**src/rtl/vga_timing_pkg.sv**
```systemverilog
// -----------------------------------------------------------------------------
// vga_timing_pkg
// Shared definitions for the VGA scan controller:
//   - coord_t: 10-bit unsigned pixel/line coordinate
//   - 640x480@60 timing constants, used as the controller's parameter defaults
//   - in_range(): half-open interval test used by the sync/blank decodes
// Optional feature macro used elsewhere in this slice: VGA_FRAME_COUNT_EN.
// -----------------------------------------------------------------------------
package vga_timing_pkg;

    localparam int unsigned COORD_W = 10;

    typedef logic [COORD_W-1:0] coord_t;

    // Horizontal timing, in pixel-clock periods.
    localparam int unsigned H_TOTAL_DEF      = 800;
    localparam int unsigned H_VISIBLE_DEF    = 640;
    localparam int unsigned H_SYNC_START_DEF = 656;
    localparam int unsigned H_SYNC_END_DEF   = 752;

    // Vertical timing, in lines.
    localparam int unsigned V_TOTAL_DEF      = 525;
    localparam int unsigned V_VISIBLE_DEF    = 480;
    localparam int unsigned V_SYNC_START_DEF = 490;
    localparam int unsigned V_SYNC_END_DEF   = 492;

    // Width of the optional frame counter.
    localparam int unsigned FRAME_COUNT_W = 16;

    // True when lo <= v < hi.
    function automatic logic in_range(coord_t v, coord_t lo, coord_t hi);
        return (v >= lo) && (v < hi);
    endfunction

endpackage

```
**src/rtl/vga_scan_controller_if.sv**
```systemverilog
// -----------------------------------------------------------------------------
// vga_scan_controller_if
// Bundles the scan controller's video-timing outputs.
//   pixel_clk   : Clk/2 pixel clock for the DAC
//   hs, vs      : horizontal / vertical sync, active-low
//   blank       : 1 only inside the visible region
//   DrawX/DrawY : current pixel column / line
//   frame_start : one-Clk pulse at the start of every frame
//   frame_count : frame counter (only when VGA_FRAME_COUNT_EN is defined)
// Modports: master = the controller (drives), slave = a video consumer.
// -----------------------------------------------------------------------------
interface vga_scan_controller_if;
    import vga_timing_pkg::*;

    logic   pixel_clk;
    logic   hs;
    logic   vs;
    logic   blank;
    coord_t DrawX;
    coord_t DrawY;
    logic   frame_start;
`ifdef VGA_FRAME_COUNT_EN
    logic [FRAME_COUNT_W-1:0] frame_count;
`endif

`ifdef VGA_FRAME_COUNT_EN
    modport master (
        output pixel_clk, hs, vs, blank, DrawX, DrawY, frame_start, frame_count
    );
    modport slave (
        input  pixel_clk, hs, vs, blank, DrawX, DrawY, frame_start, frame_count
    );
`else
    modport master (
        output pixel_clk, hs, vs, blank, DrawX, DrawY, frame_start
    );
    modport slave (
        input  pixel_clk, hs, vs, blank, DrawX, DrawY, frame_start
    );
`endif

endinterface

```
**src/rtl/vga_wrap_counter.sv**
```systemverilog
// -----------------------------------------------------------------------------
// vga_wrap_counter
// Generic 10-bit up-counter that wraps from i_max back to 0.
//   i_clk    : clock, rising edge
//   i_rst    : asynchronous active-high reset, clears the count
//   i_enable : advance the count on this edge
//   i_max    : terminal value; the count goes i_max -> 0
//   o_count  : current (registered) count
//   o_wrap   : combinational, high on an enabled edge that wraps to 0
// Used for both the column and the line counter; chaining o_wrap of the
// column counter into i_enable of the line counter gives the raster scan.
// -----------------------------------------------------------------------------
module vga_wrap_counter
    import vga_timing_pkg::*;
(
    input  logic   i_clk,
    input  logic   i_rst,
    input  logic   i_enable,
    input  coord_t i_max,
    output coord_t o_count,
    output logic   o_wrap
);

    coord_t r_count;
    coord_t w_count_next;
    logic   w_at_max;

    assign w_at_max = (r_count == i_max);

    always_comb begin
        w_count_next = r_count;
        if (i_enable) begin
            w_count_next = w_at_max ? '0 : r_count + coord_t'(1);
        end
    end

    always_ff @(posedge i_clk or posedge i_rst) begin
        if (i_rst) begin
            r_count <= '0;
        end else begin
            r_count <= w_count_next;
        end
    end

    assign o_count = r_count;
    assign o_wrap  = i_enable && w_at_max;

endmodule

```
**src/rtl/vga_scan_controller.sv**
```systemverilog
// -----------------------------------------------------------------------------
// vga_scan_controller
// VGA raster timing generator (default 640x480@60 from a 50 MHz clock).
//   i_clk : system clock, all state updates on the rising edge
//   i_rst : asynchronous active-high reset
//   vif   : vga_scan_controller_if.master carrying pixel_clk, hs, vs, blank,
//           DrawX, DrawY, frame_start and, with VGA_FRAME_COUNT_EN defined,
//           the 16-bit frame_count.
// Optional feature: define VGA_FRAME_COUNT_EN to add frame_count, a wrapping
// count of frame_start pulses. Without it the port and register are absent.
//
// pixel_clk toggles every Clk. The counters advance on the edges where
// pixel_clk is currently 1, so after reset the first advance happens on the
// second rising edge. hs/vs/blank are pure decodes of the registered
// counters, so they line up with DrawX/DrawY with no extra latency.
// -----------------------------------------------------------------------------
module vga_scan_controller
    import vga_timing_pkg::*;
#(
    parameter int unsigned H_TOTAL      = H_TOTAL_DEF,
    parameter int unsigned H_VISIBLE    = H_VISIBLE_DEF,
    parameter int unsigned H_SYNC_START = H_SYNC_START_DEF,
    parameter int unsigned H_SYNC_END   = H_SYNC_END_DEF,
    parameter int unsigned V_TOTAL      = V_TOTAL_DEF,
    parameter int unsigned V_VISIBLE    = V_VISIBLE_DEF,
    parameter int unsigned V_SYNC_START = V_SYNC_START_DEF,
    parameter int unsigned V_SYNC_END   = V_SYNC_END_DEF
) (
    input  logic                   i_clk,
    input  logic                   i_rst,
    vga_scan_controller_if.master  vif
);

    // Timing constants narrowed to coordinate width for the comparators.
    localparam coord_t H_MAX = coord_t'(H_TOTAL - 1);
    localparam coord_t H_VIS = coord_t'(H_VISIBLE);
    localparam coord_t H_SS  = coord_t'(H_SYNC_START);
    localparam coord_t H_SE  = coord_t'(H_SYNC_END);
    localparam coord_t V_MAX = coord_t'(V_TOTAL - 1);
    localparam coord_t V_VIS = coord_t'(V_VISIBLE);
    localparam coord_t V_SS  = coord_t'(V_SYNC_START);
    localparam coord_t V_SE  = coord_t'(V_SYNC_END);

    logic   r_pixel_clk;
    logic   r_frame_start;
    logic   w_pixel_en;
    coord_t w_hc;
    coord_t w_vc;
    logic   w_h_wrap;
    logic   w_v_wrap;
    logic   w_hs;
    logic   w_vs;
    logic   w_blank;

    // ---------------------------------------------------------------------
    // Pixel clock and advance strobe
    // ---------------------------------------------------------------------
    // Sampling the current pixel_clk value (not the next one) is what puts
    // the first counter step on the second edge after reset.
    assign w_pixel_en = r_pixel_clk;

    always_ff @(posedge i_clk or posedge i_rst) begin
        if (i_rst) begin
            r_pixel_clk <= 1'b0;
        end else begin
            r_pixel_clk <= ~r_pixel_clk;
        end
    end

    // ---------------------------------------------------------------------
    // Column / line counters
    // ---------------------------------------------------------------------
    vga_wrap_counter u_hcount (
        .i_clk    (i_clk),
        .i_rst    (i_rst),
        .i_enable (w_pixel_en),
        .i_max    (H_MAX),
        .o_count  (w_hc),
        .o_wrap   (w_h_wrap)
    );

    // The line counter steps only on the column wrap, so its own wrap marks
    // the (H_TOTAL-1, V_TOTAL-1) -> (0, 0) transition.
    vga_wrap_counter u_vcount (
        .i_clk    (i_clk),
        .i_rst    (i_rst),
        .i_enable (w_h_wrap),
        .i_max    (V_MAX),
        .o_count  (w_vc),
        .o_wrap   (w_v_wrap)
    );

    // ---------------------------------------------------------------------
    // Frame start pulse
    // ---------------------------------------------------------------------
    // Registered copy of the frame wrap: high for the single Clk in which the
    // counters first read (0, 0). The next edge has pixel_en low, so the
    // wrap cannot repeat and the pulse is exactly one Clk wide.
    always_ff @(posedge i_clk or posedge i_rst) begin
        if (i_rst) begin
            r_frame_start <= 1'b0;
        end else begin
            r_frame_start <= w_v_wrap;
        end
    end

`ifdef VGA_FRAME_COUNT_EN
    // ---------------------------------------------------------------------
    // Optional frame counter
    // ---------------------------------------------------------------------
    // Steps on the same edge that raises frame_start, so the new count is
    // visible while frame_start is high. Wraps 0xFFFF -> 0 naturally.
    logic [FRAME_COUNT_W-1:0] r_frame_count;

    always_ff @(posedge i_clk or posedge i_rst) begin
        if (i_rst) begin
            r_frame_count <= '0;
        end else if (w_v_wrap) begin
            r_frame_count <= r_frame_count + FRAME_COUNT_W'(1);
        end
    end

    assign vif.frame_count = r_frame_count;
`endif

    // ---------------------------------------------------------------------
    // Sync and blank decodes
    // ---------------------------------------------------------------------
    assign w_hs    = ~in_range(w_hc, H_SS, H_SE);
    assign w_vs    = ~in_range(w_vc, V_SS, V_SE);
    assign w_blank = (w_hc < H_VIS) && (w_vc < V_VIS);

    // ---------------------------------------------------------------------
    // Outputs
    // ---------------------------------------------------------------------
    assign vif.pixel_clk   = r_pixel_clk;
    assign vif.hs          = w_hs;
    assign vif.vs          = w_vs;
    assign vif.blank       = w_blank;
    assign vif.DrawX       = w_hc;
    assign vif.DrawY       = w_vc;
    assign vif.frame_start = r_frame_start;

endmodule

```
**src/flat_wrapper.sv**
```systemverilog
// flat-port wrapper written by rule: the top's interface ports become plain ports
module vga_scan_controller_flat import vga_timing_pkg::*;
#(
    parameter int unsigned H_TOTAL      = H_TOTAL_DEF,
    parameter int unsigned H_VISIBLE    = H_VISIBLE_DEF,
    parameter int unsigned H_SYNC_START = H_SYNC_START_DEF,
    parameter int unsigned H_SYNC_END   = H_SYNC_END_DEF,
    parameter int unsigned V_TOTAL      = V_TOTAL_DEF,
    parameter int unsigned V_VISIBLE    = V_VISIBLE_DEF,
    parameter int unsigned V_SYNC_START = V_SYNC_START_DEF,
    parameter int unsigned V_SYNC_END   = V_SYNC_END_DEF
)
  (i_clk, i_rst, vif_pixel_clk, vif_hs, vif_vs, vif_blank, vif_DrawX, vif_DrawY, vif_frame_start);
  vga_scan_controller_if vif_i ();
  input  logic i_clk;
  input  logic i_rst;
  output wire logic [$bits(vif_i.pixel_clk)-1:0] vif_pixel_clk;
  output wire logic [$bits(vif_i.hs)-1:0] vif_hs;
  output wire logic [$bits(vif_i.vs)-1:0] vif_vs;
  output wire logic [$bits(vif_i.blank)-1:0] vif_blank;
  output wire logic [$bits(vif_i.DrawX)-1:0] vif_DrawX;
  output wire logic [$bits(vif_i.DrawY)-1:0] vif_DrawY;
  output wire logic [$bits(vif_i.frame_start)-1:0] vif_frame_start;
  assign vif_pixel_clk = vif_i.pixel_clk;
  assign vif_hs = vif_i.hs;
  assign vif_vs = vif_i.vs;
  assign vif_blank = vif_i.blank;
  assign vif_DrawX = vif_i.DrawX;
  assign vif_DrawY = vif_i.DrawY;
  assign vif_frame_start = vif_i.frame_start;
  vga_scan_controller #(.H_TOTAL(H_TOTAL), .H_VISIBLE(H_VISIBLE), .H_SYNC_START(H_SYNC_START), .H_SYNC_END(H_SYNC_END), .V_TOTAL(V_TOTAL), .V_VISIBLE(V_VISIBLE), .V_SYNC_START(V_SYNC_START), .V_SYNC_END(V_SYNC_END)) u_core (.i_clk(i_clk), .i_rst(i_rst), .vif(vif_i));
endmodule
```
**config.mk**
```make
export PLATFORM = sky130hd
export DESIGN_NAME = vga_scan_controller_flat
export DESIGN_NICKNAME = d
export VERILOG_FILES = /design/src/rtl/vga_timing_pkg.sv /design/src/rtl/vga_scan_controller_if.sv /design/src/rtl/vga_wrap_counter.sv /design/src/rtl/vga_scan_controller.sv /design/src/flat_wrapper.sv
export SDC_FILE = /design/constraint.sdc
export NUM_CORES = 1
export LEC_CHECK = 0
export BUFFER_PORTS_ARGS = -buffer_cell sky130_fd_sc_hd__buf_4
export CAP_MARGIN = 10
export CELL_PAD_IN_SITES_DETAIL_PLACEMENT = 1
export CELL_PAD_IN_SITES_GLOBAL_PLACEMENT = 1
export CORE_MARGIN = 5
export CORE_UTILIZATION = 25
export CTS_CLUSTER_SIZE = 8
export DETAILED_ROUTE_END_ITERATION = 10
export HOLD_SLACK_MARGIN = 0.15
export MAX_ROUTING_LAYER = met4
export PLACE_DENSITY_LB_ADDON = 0.1
export SETUP_SLACK_MARGIN = 0.4
export SYNTH_ARGS = -nofsm -noshare
export SYNTH_HDL_FRONTEND = slang
export SYNTH_SLANG_ARGS = --single-unit
```
**constraint.sdc**
```tcl
create_clock -name i_clk -period 6.5 [get_ports i_clk]
set_input_delay 0.65 -clock i_clk [delete_from_list [all_inputs] [get_ports i_clk]]
set_output_delay 0.65 -clock i_clk [all_outputs]
set_load 0.05 [all_outputs]
```
==> impl_metrics.toml <==
[route]
vias_per_cell = 4.88
drt_iter0_drc = 43
ant_nets = 0
wl_mm = 2.92
num_vias = 971
wl_per_cell_um = 14.7
drcViolationCount = 0
drt-pass1-iter-count = 2

[worst_setup_path]
critPathSlowestCell = "or4b_4"
path_cells = "or4b_4, or3_1, or4_1, nand3_1"
crit_path_end_kind = "register"
path_buf_inv = 0
arrival_ps = 2500
crit_type = "reg2reg"
required_ps = 6700
startpoint_type = "register"
cp_max_fo = 10
cp_top_family = "simple AND/OR/NAND/NOR gates"
cpPeakStageDelay_ps = 570

[logic_synthesis]
syn_area_per_cell_sq_um = 9.50
synthCells = 119
ys_seq_elements = 22
yosysMostFrequentCell = "dfrtp_1"
async_flop_share = 1.00
yosysUniqueCellTypes = 29
synth_top_area_share = 0.487
synth_ff_type = "dfrtp_1"
ys_seq_area_frac = 0.487
synth_warnings = 0
synth-edff-count = 0
syn-cell-area_sq_mm = 0.00113
ys_top_cells_by_area = "dfrtp_1 (49%), nand3_1 (5.3%), xnor2_1 (4.6%), ha_1 (4.4%), o21ai_0 (4.0%)"
synth_largest_area_cell = "dfrtp_1"
synth_fp_nets = 125
netlist_top_cells_count = "dfrtp_1 (22), nand2_1 (12), nand3_1 (12)"

[power]
pwr-share-clk = 0.417
intPower_mw = 0.191
swShare = 0.204
switchingPower_mw = 0.0489
vdd_drop_max_mv = 0.0722
p_seq_frac = 0.569
p_leak_nw = 0.656
power_per_cell_area_mw_per_mm2 = 168
combPwrFrac = 0.013

[place]
hpwl_mm = 2.12
portBuffers = 26
finalWeightedCongestion = 0.717

[sta]
worst_pin_slew_ps = 893
finClkSkew_ps = 3.25
setup_viol = 0
max_freq_ghz = 0.435
period_share = 0.353
hold_viol_final = 0
rsz0062_at_grt = "false"
relSlewSlack = 0.404
fin_tns_setup_ps = 0
min_period_ps = 2300
drv_slew = 0

[global_routing]
grt_antenna_before_repair = 0
grt_max_degree = 23
track_usage = 0.109
grt_overflow_total = 0
grt_pass1_vias = 1072
grt_pass1_wl_mm = 5.28

[layout]
diodes = 0
area_growth_pct = 26.7
fin_util = 0.327
layout-drive-gt1-share = 0.231
nets = 154

[job]
maxCapViolCount = 0

[clock_tree]
clockBufferDepth = 2
cts-htree-levels = 1
cts_sinks = 22
cts_root_buf = "clkbuf_8"
cts_setup_buffers = 0
clk_latency_ps = 260
hold_buffers = 0
post_cts_resized = 0
cts_tree = "done"
clk_pin_slew_ps = 80
cts_buffers = 3

[floorplan]
die-area_sq_mm = 0.00597
start_util = 0.258
die_x_um = 77.3
die_h_um = 77.3
io_pins = 27
std_cell_rows = 24
core_region_area_sq_mm = 0.00438

[status]
status = "finished clean"

[hold_path]
hold_class = "reg2reg"
-- sequential cells by signal, indices dropped and copies added (netlist names) --
| register | count |
|---|---|
| u_core.vif.frame_start | 1 |
| u_core.u_vcount.o_count | 10 |
| u_core.vif.pixel_clk | 1 |
| u_core.u_hcount.o_count | 10 |
-- path summary, 6_finish.rpt --
kind	start	to	slack, ps	cells after the start
worst max-delay path	u_core.u_hcount.o_count[5]	u_core.u_vcount.o_count[9]	4200	4
worst min-delay path	u_core.u_vcount.o_count[7]	u_core.u_vcount.o_count[7]	560	1
worst max register to register	u_core.u_hcount.o_count[5]	u_core.u_vcount.o_count[9]	4200	4
worst min register to register	u_core.u_vcount.o_count[7]	u_core.u_vcount.o_count[7]	560	1
max in group asynchronous	i_rst	u_core.u_vcount.o_count[6]	5380	2
min in group asynchronous	i_rst	u_core.vif.frame_start	580	2
-- area by class of cell --
| cell class | instances | area, sq um |
|---|---|---|
| Clock buffer | 4 | 55.1 |
| Fill cell | 524 | 2950 |
| Inverter | 7 | 26.3 |
| Multi-Input combinational cell | 87 | 536 |
| Sequential cell | 22 | 551 |
| Tap cell | 52 | 65.1 |
| Timing Repair Buffer | 27 | 200 |
-- per-stage QoR --
stage | area [sq um] | hold slack, ps | setup WS [ps] | instances | total power, mW
2_1_floorplan | 1130 | 639 | 4130 | 119 | 0.142
3_3_place_gp | 1370 | 540 | 4160 | 194 | 0.143
3_5_place_dp | 1370 | 545 | 4020 | 194 | 0.143
4_1_cts | 1430 | 557 | 3980 | 198 | 0.245
5_1_grt | 1430 | 591 | 4100 | 199 | 0.250
6_report | 1430 | 557 | 4200 | 199 | 0.240
-- metal layers --
layer,GRT usage,wire (um),up-vias
met5,-,0,-
met4,0.0258,14,0
met3,0.0269,124,2
met2,0.181,1390,19
met1,0.134,1390,471
li1,-,-,479
-- layout by cell type, fill, tap and decap left out --
cell / netlist / routed
nand2_1: 12 / 12
a21o_2: 1 / 1
nor4b_1: 1 / 1
and2_1: 1 / 1
or3_1: 2 / 2
and4_2: 1 / 1
o21ai_0: 9 / 9
xor2_1: 5 / 5
or4_1: 1 / 1
inv_1: 7 / 7
buf_4: 0 / 26
clkbuf_8: 0 / 4
or4b_4: 1 / 1
nand2b_1: 1 / 1
nor3b_1: 1 / 1
and3_1: 1 / 1
o22ai_1: 1 / 1
a32o_1: 1 / 1
dfrtp_1: 22 / 22
nand4_1: 5 / 5
ha_1: 4 / 4
nor2_1: 9 / 9
and4_1: 1 / 1
a31oi_1: 2 / 2
xnor2_1: 6 / 6
o211ai_1: 1 / 1
nand3_1: 12 / 12
nor3_1: 7 / 7
buf_2: 0 / 1
nor4_1: 1 / 1
-- power groups by stage --
stage	sequential (mW)	clock, mW	combinational (mW)
after global placement	0.139	0	0.00359
after floorplan	0.139	0	0.00204
after global routing	0.137	0.109	0.00396
after detailed placement	0.139	0	0.00355
final	0.137	0.100	0.00322
after CTS	0.137	0.105	0.00357
-- worst reg2reg max path: stages, from the launching register on --
cell and delay (ps):
dfrtp_1 460, or4b_4 570, or3_1 560, or4_1 550, nand3_1 90
-- logic make-up after synthesis --
group,after synthesis,share of synthesized area
AND/OR/NAND/NOR,57,0.264
flip-flops,22,0.487
AO/OA/AOI/OAI,15,0.0796
XOR/XNOR,11,0.0852
buffers and inverters,10,0.0398
adder cells (fa/ha/maj),4,0.0442
Power figures use the tool's default switching activity.
